## config.mk

```make
export PLATFORM = sky130hd
export DESIGN_NAME = uncache_arbiter_flat
export DESIGN_NICKNAME = d
export VERILOG_FILES = /design/src/rtl/uncache_arbiter_if.sv /design/src/rtl/uncache_arbiter.sv /design/src/flat_wrapper.sv
export SDC_FILE = /design/constraint.sdc
export NUM_CORES = 1
export LEC_CHECK = 0
export CORE_ASPECT_RATIO = 0.5
export CORE_UTILIZATION = 37
export DETAILED_ROUTE_END_ITERATION = 10
export PLACE_DENSITY = 0.8
export SYNTH_ARGS = -nofsm -noshare
export SYNTH_HDL_FRONTEND = slang
export SYNTH_SLANG_ARGS = --single-unit
```

## constraint.sdc

```tcl
create_clock -name clk -period 1.45 [get_ports clk]
set_input_delay 0.145 -clock clk [delete_from_list [all_inputs] [get_ports clk]]
set_output_delay 0.145 -clock clk [all_outputs]
set_load 0.01 [all_outputs]
```

## src/rtl/uncache_arbiter_if.sv

```systemverilog
// Bundle of the two uncache requester ports and the AXI-bridge uncached channel.
// slave = arbiter side, master = requesters plus bridge.
interface uncache_arbiter_if #(
    parameter int AW = 32,
    parameter int DW = 32
);
    logic [1:0]      req_en_i;
    logic [DW/8-1:0] req_wsel0;
    logic [AW-1:0]   req_addr0;
    logic [DW-1:0]   req_wdata0;
    logic [DW/8-1:0] req_wsel1;
    logic [AW-1:0]   req_addr1;
    logic [DW-1:0]   req_wdata1;
    logic [1:0]      req_accept_o;
    logic [1:0]      req_fin_o;
    logic [DW-1:0]   req_rdata_o;
    logic [1:0]      stallreq_o;
    logic            axi_en;
    logic            accept;
    logic [DW/8-1:0] axi_wsel;
    logic [AW-1:0]   axi_addr;
    logic [DW-1:0]   axi_wdata;
    logic [DW-1:0]   axi_rdata;
    logic            fin;
    logic            busy_o;

    modport slave (
        input  req_en_i, req_wsel0, req_addr0, req_wdata0,
        input  req_wsel1, req_addr1, req_wdata1,
        input  accept, axi_rdata, fin,
        output req_accept_o, req_fin_o, req_rdata_o, stallreq_o,
        output axi_en, axi_wsel, axi_addr, axi_wdata, busy_o
    );

    modport master (
        output req_en_i, req_wsel0, req_addr0, req_wdata0,
        output req_wsel1, req_addr1, req_wdata1,
        output accept, axi_rdata, fin,
        input  req_accept_o, req_fin_o, req_rdata_o, stallreq_o,
        input  axi_en, axi_wsel, axi_addr, axi_wdata, busy_o
    );
endinterface

```

## src/rtl/uncache_arbiter.sv

```systemverilog
// Two-port arbiter (I-side = port0, D-side = port1) in front of the AXI bridge
// uncached channel; one single-beat access outstanding at a time.
module uncache_arbiter #(
    parameter bit RR_EN = 1'b1,
    parameter int AW    = 32,
    parameter int DW    = 32
) (
    input logic              clk,
    input logic              rst,
    uncache_arbiter_if.slave bus
);
    localparam int SW = DW / 8;

    // Gray-coded so each transition flips a single bit.
    typedef enum logic [1:0] {
        IDLE  = 2'b00,
        ISSUE = 2'b01,
        WAIT  = 2'b11,
        DONE  = 2'b10
    } state_e;

    state_e          state_q, state_d;
    logic            owner_q, owner_d;
    logic            last_q, last_d;
    logic            win;
    logic            axi_en_q, axi_en_d;
    logic [SW-1:0]   wsel_q, wsel_d;
    logic [AW-1:0]   addr_q, addr_d;
    logic [DW-1:0]   wdata_q, wdata_d;
    logic [1:0]      acc_q, acc_d;
    logic [1:0]      fin_q, fin_d;
    logic [DW-1:0]   rdata_q, rdata_d;

    always_comb begin
        case (bus.req_en_i)
            2'b01:   win = 1'b0;
            2'b10:   win = 1'b1;
            default: win = RR_EN ? ~last_q : 1'b1;
        endcase
    end

    always_comb begin
        state_d  = state_q;
        owner_d  = owner_q;
        last_d   = last_q;
        axi_en_d = axi_en_q;
        wsel_d   = wsel_q;
        addr_d   = addr_q;
        wdata_d  = wdata_q;
        acc_d    = '0;
        fin_d    = '0;
        rdata_d  = rdata_q;
        unique case (state_q)
            IDLE: begin
                if (|bus.req_en_i) begin
                    owner_d  = win;
                    last_d   = win;
                    axi_en_d = 1'b1;
                    wsel_d   = win ? bus.req_wsel1  : bus.req_wsel0;
                    addr_d   = win ? bus.req_addr1  : bus.req_addr0;
                    wdata_d  = win ? bus.req_wdata1 : bus.req_wdata0;
                    state_d  = ISSUE;
                end
            end
            ISSUE: begin
                if (bus.accept) begin
                    axi_en_d       = 1'b0;
                    wsel_d         = '0;
                    addr_d         = '0;
                    wdata_d        = '0;
                    acc_d[owner_q] = 1'b1;
                    state_d        = WAIT;
                end
            end
            WAIT: begin
                if (bus.fin) begin
                    rdata_d        = bus.axi_rdata;
                    fin_d[owner_q] = 1'b1;
                    state_d        = DONE;
                end
            end
            DONE: state_d = IDLE;
            default: state_d = IDLE;
        endcase
    end

    always_ff @(posedge clk or negedge rst) begin
        if (!rst) begin
            state_q  <= IDLE;
            owner_q  <= 1'b0;
            last_q   <= 1'b1;
            axi_en_q <= 1'b0;
            wsel_q   <= '0;
            addr_q   <= '0;
            wdata_q  <= '0;
            acc_q    <= '0;
            fin_q    <= '0;
            rdata_q  <= '0;
        end else begin
            state_q  <= state_d;
            owner_q  <= owner_d;
            last_q   <= last_d;
            axi_en_q <= axi_en_d;
            wsel_q   <= wsel_d;
            addr_q   <= addr_d;
            wdata_q  <= wdata_d;
            acc_q    <= acc_d;
            fin_q    <= fin_d;
            rdata_q  <= rdata_d;
        end
    end

    assign bus.axi_en       = axi_en_q;
    assign bus.axi_wsel     = wsel_q;
    assign bus.axi_addr     = addr_q;
    assign bus.axi_wdata    = wdata_q;
    assign bus.req_accept_o = acc_q;
    assign bus.req_fin_o    = fin_q;
    assign bus.req_rdata_o  = rdata_q;
    assign bus.stallreq_o   = bus.req_en_i & ~fin_q;
    assign bus.busy_o       = (state_q != IDLE);
endmodule

```

## src/flat_wrapper.sv

```systemverilog
// flat-port wrapper written by rule: the top's interface ports become plain ports
module uncache_arbiter_flat 
#(
    parameter bit RR_EN = 1'b1,
    parameter int AW    = 32,
    parameter int DW    = 32
)
  (clk, rst, bus_req_en_i, bus_req_wsel0, bus_req_addr0, bus_req_wdata0, bus_req_wsel1, bus_req_addr1, bus_req_wdata1, bus_accept, bus_axi_rdata, bus_fin, bus_req_accept_o, bus_req_fin_o, bus_req_rdata_o, bus_stallreq_o, bus_axi_en, bus_axi_wsel, bus_axi_addr, bus_axi_wdata, bus_busy_o);
  uncache_arbiter_if #(.AW(AW), .DW(DW)) bus_i ();
  input logic clk;
  input logic rst;
  input wire logic [$bits(bus_i.req_en_i)-1:0] bus_req_en_i;
  input wire logic [$bits(bus_i.req_wsel0)-1:0] bus_req_wsel0;
  input wire logic [$bits(bus_i.req_addr0)-1:0] bus_req_addr0;
  input wire logic [$bits(bus_i.req_wdata0)-1:0] bus_req_wdata0;
  input wire logic [$bits(bus_i.req_wsel1)-1:0] bus_req_wsel1;
  input wire logic [$bits(bus_i.req_addr1)-1:0] bus_req_addr1;
  input wire logic [$bits(bus_i.req_wdata1)-1:0] bus_req_wdata1;
  input wire logic [$bits(bus_i.accept)-1:0] bus_accept;
  input wire logic [$bits(bus_i.axi_rdata)-1:0] bus_axi_rdata;
  input wire logic [$bits(bus_i.fin)-1:0] bus_fin;
  output wire logic [$bits(bus_i.req_accept_o)-1:0] bus_req_accept_o;
  output wire logic [$bits(bus_i.req_fin_o)-1:0] bus_req_fin_o;
  output wire logic [$bits(bus_i.req_rdata_o)-1:0] bus_req_rdata_o;
  output wire logic [$bits(bus_i.stallreq_o)-1:0] bus_stallreq_o;
  output wire logic [$bits(bus_i.axi_en)-1:0] bus_axi_en;
  output wire logic [$bits(bus_i.axi_wsel)-1:0] bus_axi_wsel;
  output wire logic [$bits(bus_i.axi_addr)-1:0] bus_axi_addr;
  output wire logic [$bits(bus_i.axi_wdata)-1:0] bus_axi_wdata;
  output wire logic [$bits(bus_i.busy_o)-1:0] bus_busy_o;
  assign bus_i.req_en_i = bus_req_en_i;
  assign bus_i.req_wsel0 = bus_req_wsel0;
  assign bus_i.req_addr0 = bus_req_addr0;
  assign bus_i.req_wdata0 = bus_req_wdata0;
  assign bus_i.req_wsel1 = bus_req_wsel1;
  assign bus_i.req_addr1 = bus_req_addr1;
  assign bus_i.req_wdata1 = bus_req_wdata1;
  assign bus_i.accept = bus_accept;
  assign bus_i.axi_rdata = bus_axi_rdata;
  assign bus_i.fin = bus_fin;
  assign bus_req_accept_o = bus_i.req_accept_o;
  assign bus_req_fin_o = bus_i.req_fin_o;
  assign bus_req_rdata_o = bus_i.req_rdata_o;
  assign bus_stallreq_o = bus_i.stallreq_o;
  assign bus_axi_en = bus_i.axi_en;
  assign bus_axi_wsel = bus_i.axi_wsel;
  assign bus_axi_addr = bus_i.axi_addr;
  assign bus_axi_wdata = bus_i.axi_wdata;
  assign bus_busy_o = bus_i.busy_o;
  uncache_arbiter #(.RR_EN(RR_EN), .AW(AW), .DW(DW)) u_core (.clk(clk), .rst(rst), .bus(bus_i));
endmodule
```

==> reports/qor.csv <==
metric,value,unit
"Largest delay share family, worst path",compound AO/OA/AOI/OAI gates,
final setup violation count,101,
share of the synthesized area in the top cell type,48.0,%
Top Ports,282,
area share of xor/xnor cells in the synthesized design,0,%
die span in y,89.3,microns
sequence of cells on the critical path,or2_4 -> buf_12 -> a2111oi_0 -> a221o_1,
"Warnings, synthesis",0,
Yosys cell types,28,
Pins Over Slew Limit,0,
critical path's slowest cell,dfrtp_2,
Worst setup EP type,flop,
Adder-Cell Fraction of Synth Area,0.444,%
Sequential Power Share,28.9,%
area delta synth->final,76.2,%
worst-path fanout max,48,
Die Footprint,0.0158,sq mm
Lkg Pwr,0.00473,uW
post-synthesis cell count,509,
top area cells in the synthesized netlist,"dfrtp_1 48%, a221o_1 12%, a2111oi_0 11%",
Global Route Usage Sum,23.6,%
post-synthesis compound-gate area fraction,23.4,%
pwr dens,1730,mW/mm^2
post-layout util,67.7,%
Final period util,116,%
status,"finished, violations left",
CP Data Required Time,1750,ps
clk buf depth,2,
Initial Util,38.4,%
WL per Instance,20.9,microns
Root Buffer,clkbuf_16,
antenna violations before repair,0,
Worst Hold Class,in -> async,
worst skew pair latency,350,ps
ant diodes,0,
Port Buffers,281,
fraction of layout cells with a size suffix above 1,19.0,%
relative max-transition margin,64.2,%
fin area,0.00993,sq mm
num rows,31,
Sink Count,109,
RSZ-0062 raised after global routing,true,
Switching Share,37.8,%
Fin Hold WS,245,ps
drt pass-1 iters,4,
Worst EP arrival,1980,ps
Synth area leader,dfrtp_1,
clock-pin slew on the worst setup and hold paths,80,ps
final WL,20700,microns
register area share after synthesis,48.4,%
"EDFF count, synth",0,
worst slew pin tran,523,ps
Num CTS Buffers,9,
first-pass GRT wire length,28900,microns
Die X,177,microns
Post-Synth Simple-Gate Area,11.0,%
largest family of logic cells by synthesized area,compound AO/OA/AOI/OAI gates,
CP peak stage delay,470,ps
gpl congestion,0.782,
Congestion Overflow GR,0,
highest clock rate,595,MHz
CTS tree,built,
"Cell Area, Synth",0.00564,sq mm
htree depth,3,
number of global-route vias before repair,5461,
Core Area,0.0147,sq mm
CP Buf/Inv Count,1,
syn nets,685,
Setup WS post-layout,-229,ps
Worst Skew,5.99,ps
vias,5579,
clock power share,14.5,%
Setup crit start kind,flop,
final HPWL from detailed placement,13300,microns
Logic pwr share,56.5,%
Final min period,1680,ps
#FFs+latches synth,109,
final net count,964,
post-synthesis mux area share,6.39,%
final hold vios,0,
cell area after placement,0.00887,sq mm
Filler Cell Count,1014,
P_int,10700,uW
Max VDD drop,0.00127,V
drt initial violations,372,
CP Class,reg -> reg,
Avg Vias per Cell,5.63,
largest net degree at the start of global routing,49,
failing checks,setup timing,
switching pwr,6500,uW
total of max-cap violations,0,
Post-DRT Antenna Nets,0,
"Top FF cell, synth",dfrtp_1,
# DRC,0,
Synth async-reset ratio,100,%
Syn Area/Cell,11.1,sq um
final timing paths:
check                                                    from                                     end  slack [ps]  depth (start not counted)
max in group asynchronous                                 rst               u_core.last_q$_DFFE_PN1P_         610                          3
worst min-delay path                                      rst   u_core.bus.req_rdata_o[9]$_DFFE_PN0P_         250                          2
worst max register to register  u_core.state_q[1]$_DFFE_PN0P_      u_core.bus.axi_wsel[3]$_DFFE_PN0P_        -230                          4
worst min register to register     u_core.owner_q$_DFFE_PN0P_       u_core.bus.req_fin_o[0]$_DFF_PN0_         490                          1
min in group clk                            bus_axi_rdata[23]  u_core.bus.req_rdata_o[23]$_DFFE_PN0P_         400                          2
worst max-delay path            u_core.state_q[1]$_DFFE_PN0P_      u_core.bus.axi_wsel[3]$_DFFE_PN0P_        -230                          4
placed cells by master (no fill, tap or decap), drive strengths merged:
cell,synthesis,routed
a2111oi,68,68
a211o,1,2
a21boi,1,1
a21oi,1,1
a221o,68,68
and2,1,1
and3,2,2
buf,22,42
clkbuf,41,17
clkdlybuf4s50,0,222
clkinv,0,3
clkinvlp,0,1
dfrtp,108,108
dfstp,1,1
dlygate4sd2,0,7
dlygate4sd3,0,1
dlymetal6s2s,0,50
ha,2,2
inv,73,76
mux2,32,32
nand2,3,3
nand2b,3,3
nand3,1,1
nor2,4,4
nor2b,2,2
nor3b,68,68
o21a,1,1
o21ai,3,3
or2,2,2
or3,1,1
per-stage QoR:
step                      total power, uW  worst slack [ps]  std cells  setup TNS (ps)
after floorplan                      9100             -83.7        509           -1470
after global placement              13000              -541        958          -37280
after detailed placement            13200              -722        958          -40070
after CTS                           16200              -184        977           -8950
after global routing                18000              -258        991          -15520
final                               17200              -229        991          -13040
Yosys cell counts, drive strengths merged, types with 3 or more instances:
| master | count |
|---|---|
| a2111oi | 68 |
| a221o | 68 |
| buf | 22 |
| clkbuf | 41 |
| dfrtp | 108 |
| inv | 73 |
| mux2 | 32 |
| nand2 | 3 |
| nand2b | 3 |
| nor2 | 4 |
| nor3b | 68 |
| o21ai | 3 |
cell families (layout without fill, tap and decap cells):
logic type | after synthesis | after routing
simple gates | 87 | 87
flops | 109 | 109
buf+inv | 136 | 419
mux | 32 | 32
fa+ha+maj | 2 | 2
compound gates | 143 | 144
timing repair:
item                                   in CTS  in global routing
pin swaps                                   3                 50
resized for setup                          61                101
cloned                                      2                 12
endpoints found under the hold margin      20                  0
setup buffers                               0                  2
setup endpoints to repair                 106                134
hold buffers                                1                  0
registers in the layout, summed over array words and instances, names as in the netlist:
register and cells:
u_core.owner_q 1, u_core.bus.req_rdata_o 32, u_core.bus.axi_addr 32, u_core.last_q 1, u_core.bus.axi_wsel 4, u_core.bus.req_fin_o 2, u_core.bus.axi_en 1, u_core.bus.axi_wdata 32
u_core.state_q 2, u_core.bus.req_accept_o 2
layer usage:
layer	track usage (%)	vias up	routed length [microns]
met5	0	-	0
met4	11.0	0	801
met3	4.72	60	1120
met2	42.1	210	10700
met1	28.0	2791	8140
li1	-	2518	-
cell type report:
class	instances	area, sq um	share of cell area, %
Clock buffer	9	225	2.27
Clock inverter	7	77.6	0.781
Inverter	73	274	2.76
Multi-Input combinational cell	265	2700	27.2
Sequential cell	109	2730	27.5
Tap cell	198	248	2.49
Timing Repair Buffer	330	3670	37.0
power by group through the flow:
stage / clock network [uW] / logic [uW] / registers [uW]
4_1_cts: 2520 / 8670 / 4970
3_3_place_gp: 0 / 8000 / 4960
6_report: 2500 / 9730 / 4980
5_1_grt: 2690 / 10200 / 5110
3_5_place_dp: 0 / 8230 / 4990
2_1_floorplan: 0 / 3690 / 5410
Note: power is estimated with default switching activity, not from simulation.
